[src/rtl/loop_seq_pkg.sv]
// loop_seq_pkg: sequencer state type and default operand-stream parameters shared with the downstream stage
package loop_seq_pkg;
  localparam int WIDTH_DEF = 3;
  localparam int LAST_DEF = 7;
  localparam int STEP_DEF = 1;
  typedef enum logic [1:0] {IDLE, RUN, DONE} state_e;
endpackage

[src/rtl/loop_index_counter.sv]
// loop_index_counter: beat index counter with clear, enable and terminal-count flag
module loop_index_counter #(
  parameter int LAST = 7,
  parameter int IW = 3
) (
  input  logic          clk,
  input  logic          rst_n,
  input  logic          clr,
  input  logic          en,
  output logic [IW-1:0] cnt,
  output logic          tc
);
  logic [IW-1:0] cnt_q, cnt_d;
  always_comb cnt_d = clr ? '0 : en ? cnt_q + IW'(1) : cnt_q;
  always_ff @(posedge clk or negedge rst_n)
    if (!rst_n) cnt_q <= '0;
    else cnt_q <= cnt_d;
  assign cnt = cnt_q;
  assign tc = cnt_q == IW'(LAST);
endmodule

[src/rtl/loop_operand_sequencer.sv]
// loop_operand_sequencer: steps an index 0..LAST and streams seed+k*STEP operands over valid/ready
module loop_operand_sequencer
  import loop_seq_pkg::*;
#(
  parameter int WIDTH = WIDTH_DEF,
  parameter int LAST = LAST_DEF,
  parameter int STEP = STEP_DEF,
  parameter int IW = (LAST > 0) ? $clog2(LAST + 1) : 1
) (
  input  logic             clk,
  input  logic             rst_n,
  input  logic             start,
  input  logic             abort,
  input  logic [WIDTH-1:0] seed_a,
  input  logic [WIDTH-1:0] seed_b,
  input  logic [WIDTH-1:0] seed_c,
  output logic [WIDTH-1:0] a,
  output logic [WIDTH-1:0] b,
  output logic [WIDTH-1:0] c,
  output logic             valid,
  input  logic             ready,
  output logic [IW-1:0]    index,
  output logic             busy,
  output logic             done
);
  localparam logic [WIDTH-1:0] STEP_W = WIDTH'(STEP);
  state_e state_q, state_d;
  logic valid_q, valid_d, clr, en, tc;
  logic [WIDTH-1:0] a_q, a_d, b_q, b_d, c_q, c_d;
  wire xfer = valid_q && ready;
  loop_index_counter #(.LAST(LAST), .IW(IW)) u_cnt (
    .clk(clk), .rst_n(rst_n), .clr(clr), .en(en), .cnt(index), .tc(tc)
  );
  // abort overrides everything, including a same-cycle transfer or start
  always_comb begin
    state_d = state_q;
    valid_d = valid_q;
    a_d = a_q;
    b_d = b_q;
    c_d = c_q;
    clr = 1'b0;
    en = 1'b0;
    if (abort) begin
      state_d = IDLE;
      valid_d = 1'b0;
    end else begin
      case (state_q)
        IDLE: if (start) begin
          state_d = RUN;
          valid_d = 1'b1;
          a_d = seed_a;
          b_d = seed_b;
          c_d = seed_c;
          clr = 1'b1;
        end
        RUN: if (xfer) begin
          if (tc) begin
            state_d = DONE;
            valid_d = 1'b0;
          end else begin
            en = 1'b1;
            a_d = a_q + STEP_W;
            b_d = b_q + STEP_W;
            c_d = c_q + STEP_W;
          end
        end
        default: state_d = IDLE;
      endcase
    end
  end
  always_ff @(posedge clk or negedge rst_n)
    if (!rst_n) begin
      state_q <= IDLE;
      valid_q <= 1'b0;
      a_q <= '0;
      b_q <= '0;
      c_q <= '0;
    end else begin
      state_q <= state_d;
      valid_q <= valid_d;
      a_q <= a_d;
      b_q <= b_d;
      c_q <= c_d;
    end
  assign a = a_q;
  assign b = b_q;
  assign c = c_q;
  assign valid = valid_q;
  assign busy = state_q != IDLE;
  assign done = state_q == DONE;
endmodule

[config.mk]
export PLATFORM = sky130hd
export DESIGN_NAME = loop_operand_sequencer
export DESIGN_NICKNAME = d
export VERILOG_FILES = /design/src/rtl/loop_seq_pkg.sv /design/src/rtl/loop_index_counter.sv /design/src/rtl/loop_operand_sequencer.sv
export SDC_FILE = /design/constraint.sdc
export NUM_CORES = 1
export LEC_CHECK = 0
export ABC_AREA = 0
export CAP_MARGIN = 10
export CELL_PAD_IN_SITES_DETAIL_PLACEMENT = 0
export CELL_PAD_IN_SITES_GLOBAL_PLACEMENT = 1
export CORE_AREA = 2 2 65 67
export DETAILED_ROUTE_END_ITERATION = 12
export DIE_AREA = 0 0 67 69
export PLACE_DENSITY = 0.55
export SLEW_MARGIN = 10
export SYNTH_ARGS = -nofsm -noshare
export SYNTH_HDL_FRONTEND = slang
export SYNTH_SLANG_ARGS = --single-unit
[constraint.sdc]
create_clock -name clk -period 2.8 [get_ports clk]
set_input_delay 0.84 -clock clk [delete_from_list [all_inputs] [get_ports clk]]
set_output_delay 0.84 -clock clk [all_outputs]
set_load 0.05 [all_outputs]
==> flow_summary.ini, run 1 <==
[pwr]
peakVddDrop_mv = 0.2266
p_comb_share_pct = 38.7
power.density_mw_per_mm2 = 567.6
switching_share_pct = 37.98
p_switching_w = 0.0002843
internal_power_w = 0.0004643
power_leakage_nw = 0.5101
clkPwrFrac_pct = 24.4
p_seq_share_pct = 36.9

[place]
portBuffers = 28
dpl.hpwl_mm = 1.917
placed_cell_area_mm2 = 0.001272
place.gp.congestion = 0.7210
preCtsSetupSlack_ps = 330.3
placedCellCount = 164

[global_routing]
met1_usage_pct = 18.05
grt_pass1_vias = 914
grt_first_pass_wirelength_mm = 4.595
grt_max_degree = 16
antenna_found_initial = 0
gr-total-overflow = 0
use_met2_pct = 19.91
grt_use_met3_pct = 2.936
grt_usage_pct = 12.84
top_usage_layer = met2

[clocking]
cts_resized = 0
h-tree-depth = 1
ctsHoldBuffers = 0
cts.sinks = 15
insertion_delay_ps = 250
cts_buffers = 3
cts-root-buf = clkbuf_8
cts_tree = yes
clk_pin_slew_ps = 70
clockBufferDepth = 2
post_cts_buffers = 0

[cells_and_area]
num_antenna_cells = 0
fillers = 429
layout-drive-gt1-share_pct = 16.95
num-nets-final = 138
stdcell_count = 168
stdcell_area_mm2 = 0.001319
syn2layout_area_growth_pct = 41.48

[floorplan]
io_pins = 29
rows = 23
dieHeight_um = 69
core_mm2 = 0.003914
start_util_pct = 23.82
die_w_um = 67
dieArea_mm2 = 0.004623

[sta]
setup-tns-final_ps = 0
setup_ws_ps = 375.7
slew_violations = 0
clock.fmax_mhz = 412.5
hold_ws_ps = 575.0
rsz0062_at_grt = false
hold_violations = 0
finClkSkew_ps = 2.152
setup_viol = 0
slew_headroom_pct = 50.27
period_minus_slack_ps = 2424
finalCritPeriodShare_pct = 86.58
tightest_slew_ps = 744.4

[critical_path]
cp.arrival_ps = 1580
cp-end-kind = output pin
crit_chain = clkdlybuf4s50_1
path_max_fanout = 8
rr_worst_depth = 5
worstReg2RegEnd = a[1]
crit_type = register to output pin
max_stage_delay_ps = 850
worstPathRequired_ps = 1960
slowest_stage = clkdlybuf4s50_1
r2r_slack_ps = 860
crit_buf_inv = 1
crit_path_start_kind = register
timing.rr.start = u_cnt.cnt[0]
critPathTopFamily = buffers and inverters

[routing]
drt-total-wl_mm = 2.708
wire_per_inst_um = 16.12
via_per_inst = 4.988
drtIter0Drc = 32
vias = 838
postRouteAntennaNets = 0
drc = 0
drtPass1Iterations = 4

[yosys]
syn_area_per_cell_um2 = 10.59
syn-instance-count = 88
ys_seq_elements = 15
yosys_warnings = 0
synth_cell_types = 27
synth_nets = 107
synth_area_um2 = 932.1
ys_seq_area_share_pct = 40.27

[hold_path]
timing.hold.worst.class = register to register
hold_end = u_cnt.cnt[2]
hold_start = u_cnt.cnt[2]
holdPathStages = 2

[job]
drv_cap = 0

[run_status]
status = complete, no violations
-- cell families after synthesis --
| group | synth area share, % |
|---|---|
| compound gates | 25.24 |
| buf+inv | 4.564 |
| flops | 40.27 |
| fa+ha+maj | 6.711 |
| mux | 1.208 |
| simple gates | 22.01 |
-- per-layer routing --
layer | vias to the layer above | part of all wire (%)
met4 | 0 | 0
li1 | 407 | -
met1 | 411 | 47
met3 | 0 | 4.9
met2 | 20 | 48
met5 | - | 0
-- cell type report --
type | count | area, um2 | share of cell area [%]
clock buffers | 3 | 41.29 | 3.131
clock inverters | 1 | 5.005 | 0.3795
inverters | 2 | 7.507 | 0.5693
multi-input cells | 64 | 514.2 | 38.99
flip-flops and latches | 15 | 375.4 | 28.46
well taps | 50 | 62.56 | 4.744
repair buffers | 33 | 312.8 | 23.72
-- synthesized netlist by cell type --
library cell	instances	area, um2
dfrtp_1	15	375.4
a2bb2oi_1	9	78.83
o22ai_1	9	56.30
nand3b_1	8	60.06
clkbuf_1	5	18.77
ha_1	5	62.56
a2111oi_0	3	26.28
a21oi_1	3	15.01
nand3_1	3	15.01
nand4b_1	3	26.28
o21ai_0	3	15.01
or3b_2	3	26.28
inv_1	2	7.510
nor2_1	2	7.510
nor2b_1	2	12.51
nor3b_1	2	15.01
a2111oi_4	1	27.53
a31o_2	1	8.760
and3b_1	1	8.760
buf_2	1	5.000
buf_6	1	11.26
mux2_2	1	11.26
nor3_2	1	10.01
o21a_1	1	7.510
or2_2	1	6.260
or3_1	1	6.260
or3b_4	1	11.26
-- state kept, by name, indices dropped and copies added (netlist names) --
register   flops
valid          1
b              3
a              3
state_q        2
u_cnt.cnt      3
c              3
-- through the flow --
step	power, W	util, %
2_1_floorplan	0.0004603	-
3_3_place_gp	0.0005703	32.51
3_5_place_dp	0.0005720	32.51
4_1_cts	0.0007599	33.70
5_1_grt	0.0007954	33.70
6_report	0.0007486	33.70
-- layout by cell type, fill, tap and decap left out --
cell             instances
a2111oi_0                3
a2111oi_4                1
a21oi_1                  3
a2bb2oi_1                9
a31o_2                   1
and3b_1                  1
buf_4                    7
clkbuf_8                 3
clkdlybuf4s50_1         26
clkinv_2                 1
dfrtp_1                 15
ha_1                     5
inv_1                    2
mux2_2                   1
nand3_1                  3
nand3b_1                 8
nand4b_1                 3
nor2_1                   2
nor2b_1                  2
nor3_2                   1
nor3b_1                  2
o21a_1                   1
o21ai_0                  3
o22ai_1                  9
or2_2                    1
or3_1                    1
or3b_2                   3
or3b_4                   1
-- power by group through the flow --
| stage | Clock (W) | Combinational, W | Sequential, W |
|---|---|---|---|
| global route | 0.000204 | 0.000309 | 0.000283 |
| CTS | 0.000190 | 0.000294 | 0.000276 |
| finish | 0.000183 | 0.000290 | 0.000276 |
| floorplan | 0 | 0.0000921 | 0.000368 |
| global placement | 0 | 0.000291 | 0.000280 |
| detailed placement | 0 | 0.000293 | 0.000279 |
-- how the worst max path moves through the flow --
| stage | start | end | slack [ps] | depth (start not counted) |
|---|---|---|---|---|
| after floorplan | state_q[1] | done | 360 | 3 |
| after global placement | ready | c[0] | 370 | 4 |
| after detailed placement | ready | b[1] | 330 | 4 |
| after CTS | valid | valid | 380 | 1 |
| after global routing | valid | valid | 320 | 1 |
| final | valid | valid | 380 | 1 |
(Power assumes the default switching activity.)
==> run 2: changes to the inputs <==
--- a/config.mk
+++ b/config.mk
@@ -5,15 +5,16 @@
 export SDC_FILE = /design/constraint.sdc
 export NUM_CORES = 1
 export LEC_CHECK = 0
-export ABC_AREA = 0
+export ABC_AREA = 1
+export ABC_CLOCK_PERIOD_IN_PS = 2800
 export CAP_MARGIN = 10
 export CELL_PAD_IN_SITES_DETAIL_PLACEMENT = 0
 export CELL_PAD_IN_SITES_GLOBAL_PLACEMENT = 1
-export CORE_AREA = 2 2 65 67
+export CORE_AREA = 2 2 62 64
 export DETAILED_ROUTE_END_ITERATION = 12
-export DIE_AREA = 0 0 67 69
-export PLACE_DENSITY = 0.55
-export SLEW_MARGIN = 10
+export DIE_AREA = 0 0 64 66
+export PLACE_DENSITY = 0.61
+export SLEW_MARGIN = 40
 export SYNTH_ARGS = -nofsm -noshare
 export SYNTH_HDL_FRONTEND = slang
 export SYNTH_SLANG_ARGS = --single-unit
==> flow_summary.ini, run 2 <==
[run_status]
status = complete, no violations

[cells_and_area]
stdcell_area_mm2 = 0.001216
num_antenna_cells = 0
fillers = 386
final_cell_mix = 60 x nand2_1, 28 x clkdlybuf4s50_1, 15 x dfrtp_1
num-nets-final = 170
layout-drive-gt1-share_pct = 8.000
syn2layout_area_growth_pct = 40.46
final_common_cell = nand2_1

[floorplan]
io_pins = 29
start_util_pct = 24.38
rows = 22
dieHeight_um = 66
core_mm2 = 0.003551
die_w_um = 64
dieArea_mm2 = 0.004224

[yosys]
synth_nets = 139
synth_common_cells = 60 x nand2_1, 15 x dfrtp_1, 7 x inv_1
ys.flop_type = dfrtp_1
synth_top_cells_by_area = dfrtp_1 43%, nand2_1 26%, ha_1 7.2%
synth_area_um2 = 865.8
yosysTopAreaCell = dfrtp_1
async_flop_share_pct = 100.0
synth_top_area_share_pct = 43.35
ys_seq_elements = 15
synth_most_common_cell = nand2_1
yosys_warnings = 0
syn-instance-count = 120
synth_cell_types = 17
synth-edff-count = 0
ys_seq_area_share_pct = 43.35
syn_area_per_cell_um2 = 7.215

[routing]
via_per_inst = 4.222
wire_per_inst_um = 10.81
vias = 836
drtIter0Drc = 18
drt-total-wl_mm = 2.141
drtPass1Iterations = 4
drc = 0
postRouteAntennaNets = 0

[critical_path]
max_stage_delay_ps = 800
slowest_stage = clkdlybuf4s50_1
cp.arrival_ps = 1650
crit_path_start_kind = register
crit_chain = inv_2 > nor2_1 > clkdlybuf4s50_1
path_max_fanout = 4
worstPathRequired_ps = 1960
cp-end-kind = output pin
crit_type = register to output pin

[global_routing]
grt_usage_pct = 11.12
grt_first_pass_wirelength_mm = 3.505
antenna_found_initial = 0
grt_pass1_vias = 746
grt_max_degree = 16
gr-total-overflow = 0

[sta]
finClkSkew_ps = 5.636
clock.fmax_mhz = 401.1
rsz0062_at_grt = false
slew_violations = 0
slew_headroom_pct = 51.13
setup-tns-final_ps = 0
setup_viol = 0
hold_violations = 0
finalCritPeriodShare_pct = 89.05
tightest_slew_ps = 730.8
period_minus_slack_ps = 2493

[clocking]
post_cts_buffers = 0
cts_resized = 0
clockBufferDepth = 2
cts-root-buf = clkbuf_4
cts.sinks = 15
insertion_delay_ps = 290
ctsHoldBuffers = 0
clk_pin_slew_ps = 90
h-tree-depth = 1
cts_buffers = 3
cts_tree = yes

[place]
placed_cell_area_mm2 = 0.001190
portBuffers = 28
dpl.hpwl_mm = 1.585
place.gp.congestion = 0.7222

[pwr]
power.density_mw_per_mm2 = 1045
peakVddDrop_mv = 0.2962
power_leakage_nw = 0.6212

[hold_path]
timing.hold.worst.class = register to register

[job]
drv_cap = 0
[run 2: report_power, final]
group / switching (W) / internal [W] / total, W
combinational: 0.000516 / 0.000253 / 0.000769
clock: 0.0000716 / 0.0000554 / 0.000127
sequential: 0.0000799 / 0.000295 / 0.000375
total: 0.000667 / 0.000603 / 0.00127
[run 2: stage by stage]
stage               utilization, %  setup WS (ps)  total power, W  std cells  hold slack (ps)
floorplan                        -          866.1       0.0009031        120            544.4
global placement             33.51          628.9        0.001146        194            487.5
detailed placement           33.51          608.4        0.001156        194            494.2
finish                       34.25          306.6        0.001271        198            508.6
CTS                          34.25          289.0        0.001289        198            515.0
global route                 34.25          222.7        0.001371        198            544.9
[run 2: critical path, delay by kind of cell (launching register included)]
family / cells / cell delay (ps)
DFF: 1 / 420
and+or+nand+nor: 1 / 80
buffers and inverters: 2 / 870
[run 2: path summary, 6_finish.rpt]
path	from	end	slack (ps)	depth (start not counted)
setup / recovery	state_q[1]	done	310	3
max in group asynchronous	rst_n	state_q[0]	1360	1
hold / removal	u_cnt.cnt[1]	u_cnt.cnt[1]	510	2
setup reg to reg	u_cnt.cnt[0]	c[2]	1280	7
hold reg to reg	u_cnt.cnt[1]	u_cnt.cnt[1]	510	2
min in group asynchronous	rst_n	b[1]	980	1
[run 2: logic make-up after synthesis]
kind of cell	synth area share, %
AOI/OAI and AO/OA	4.624
and+or+nand+nor	39.02
DFF	43.35
buffers and inverters	5.781
adders and majority gates	7.225
[run 2: area by class of cell]
type                    count  area, um2  share of cell area (%)
multi-input cells          94      440.4                   36.21
flip-flops and latches     15      375.4                   30.86
repair buffers             28      280.3                   23.05
well taps                  48      60.06                   4.938
inverters                   9      33.78                   2.778
clock buffers               4      26.28                   2.160
[run 2: metal layers]
layer,up-vias,track usage (%),routed length [um]
li1,437,-,-
met2,19,17.84,1016
met3,2,1.704,72
met4,0,6.522,27
met5,-,0,0
met1,378,14.12,1025
==> run 3: changes to the inputs <==
--- a/config.mk
+++ b/config.mk
@@ -10,11 +10,11 @@
 export CAP_MARGIN = 10
 export CELL_PAD_IN_SITES_DETAIL_PLACEMENT = 0
 export CELL_PAD_IN_SITES_GLOBAL_PLACEMENT = 1
-export CORE_AREA = 2 2 62 64
+export CORE_AREA = 2 2 55 57
 export DETAILED_ROUTE_END_ITERATION = 12
-export DIE_AREA = 0 0 64 66
-export PLACE_DENSITY = 0.61
-export SLEW_MARGIN = 40
+export DIE_AREA = 0 0 57 59
+export PLACE_DENSITY = 0.76
+export SLEW_MARGIN = 20
 export SYNTH_ARGS = -nofsm -noshare
 export SYNTH_HDL_FRONTEND = slang
 export SYNTH_SLANG_ARGS = --single-unit
==> flow_summary.ini, run 3 (synthesis results as in run 2) <==
[routing]
via_per_inst = 4.663
drtIter0Drc = 10
drc = 0
wire_per_inst_um = 11.38
postRouteAntennaNets = 0
drtPass1Iterations = 4
drt-total-wl_mm = 2.060
vias = 844

[cells_and_area]
final_common_cell = nand2_1
num-nets-final = 170
final_cell_mix = 60 x nand2_1, 28 x clkdlybuf4s50_1, 15 x dfrtp_1
layout-drive-gt1-share_pct = 8.667
syn2layout_area_growth_pct = 38.15
num_antenna_cells = 0

[critical_path]
timing.rr.start = u_cnt.cnt[0]
r2r_slack_ps = 1290
worstPathRequired_ps = 1960
crit_path_start = state_q[1]
crit_path_start_kind = register
crit_type = register to output pin
worstReg2RegEnd = a[2]
rr_worst_depth = 7
cp-end-kind = output pin
cp.arrival_ps = 1670
path_max_fanout = 4

[floorplan]
core_mm2 = 0.002710
start_util_pct = 31.95
io_pins = 29
dieArea_mm2 = 0.003363
rows = 19
die_w_um = 57
dieHeight_um = 59

[clocking]
insertion_delay_ps = 280
clk_pin_slew_ps = 90
clockBufferDepth = 2
cts-root-buf = clkbuf_4
cts_buffers = 3
h-tree-depth = 1
cts_resized = 0
cts.sinks = 15
post_cts_buffers = 0
ctsHoldBuffers = 0
cts_tree = yes

[hold_path]
timing.hold.worst.class = register to register
hold_start = u_cnt.cnt[2]
hold_end = u_cnt.cnt[2]
holdPathStages = 2

[sta]
tightest_slew_ps = 693.3
setup-tns-final_ps = 0
rsz0062_at_grt = false
slew_violations = 0
hold_violations = 0
period_minus_slack_ps = 2511
finClkSkew_ps = 1.673
finalCritPeriodShare_pct = 89.69
slew_headroom_pct = 53.64
clock.fmax_mhz = 398.2
setup_viol = 0

[global_routing]
grt_max_degree = 16
grt_pass1_vias = 754
gr-total-overflow = 0
grt_first_pass_wirelength_mm = 3.325
grt_usage_pct = 13.16
antenna_found_initial = 0

[place]
portBuffers = 28
place.gp.congestion = 0.7716
dpl.hpwl_mm = 1.563

[run_status]
status = complete, no violations

[pwr]
p_total_w = 0.001266
power_leakage_nw = 0.6239
peakVddDrop_mv = 0.5190
power.density_mw_per_mm2 = 1058

[job]
drv_cap = 0
## run 3: cell count changes in the layout (fill, tap and decap cells not counted), sizes merged
| cell | change |
|---|---|
| clkbuf | -1 |
| clkinv | +1 |
## run 3: where the power goes
group	internal, W	leakage, nW	total, W	switching (W)
clock	0.0000531	0.0177	0.000126	0.0000730
sequential	0.000295	0.195	0.000376	0.0000810
combinational	0.000253	0.411	0.000764	0.000511
## run 3: through the flow
stage                     setup WS (ps)  std cells  util [%]  instance area (um2)  hold WS (ps)
after floorplan                   866.1        120         -                865.8         544.4
after global placement            620.1        177     43.12                 1169         487.6
after detailed placement          596.4        177     43.12                 1169         494.9
after CTS                         270.2        181     44.14                 1196         519.0
after global routing              235.5        181     44.14                 1196         550.1
final                             288.7        181     44.14                 1196         509.9
## run 3: area by class of cell
cell class	instances	area, um2
clock inverters	1	5.005
inverters	9	33.78
repair buffers	28	280.3
multi-input cells	94	440.4
clock buffers	3	22.52
well taps	31	38.79
fillers	287	1514
flip-flops and latches	15	375.4
## run 3: worst max path at each step
stage	endpoint	cells after the start	slack [ps]
after CTS	done	3	270
final	done	3	290
after global placement	c[2]	6	620
after detailed placement	done	3	600
after floorplan	done	2	870
after global routing	done	3	240
## run 3: worst max-delay path, stage by stage (launching register included)
cell,delay [ps]
dfrtp_1,420
inv_2,70
nor2_1,90
clkdlybuf4s50_1,800
## run 3: per-layer routing
| metal | global-route usage [%] | vias to the layer above | part of all wire (%) |
|---|---|---|---|
| met5 | 0 | - | 0 |
| met4 | 7.973 | 0 | 2.5 |
| met3 | 1.747 | 4 | 2.7 |
| met2 | 22.66 | 15 | 51 |
| met1 | 15.68 | 389 | 44 |
| li1 | - | 436 | - |
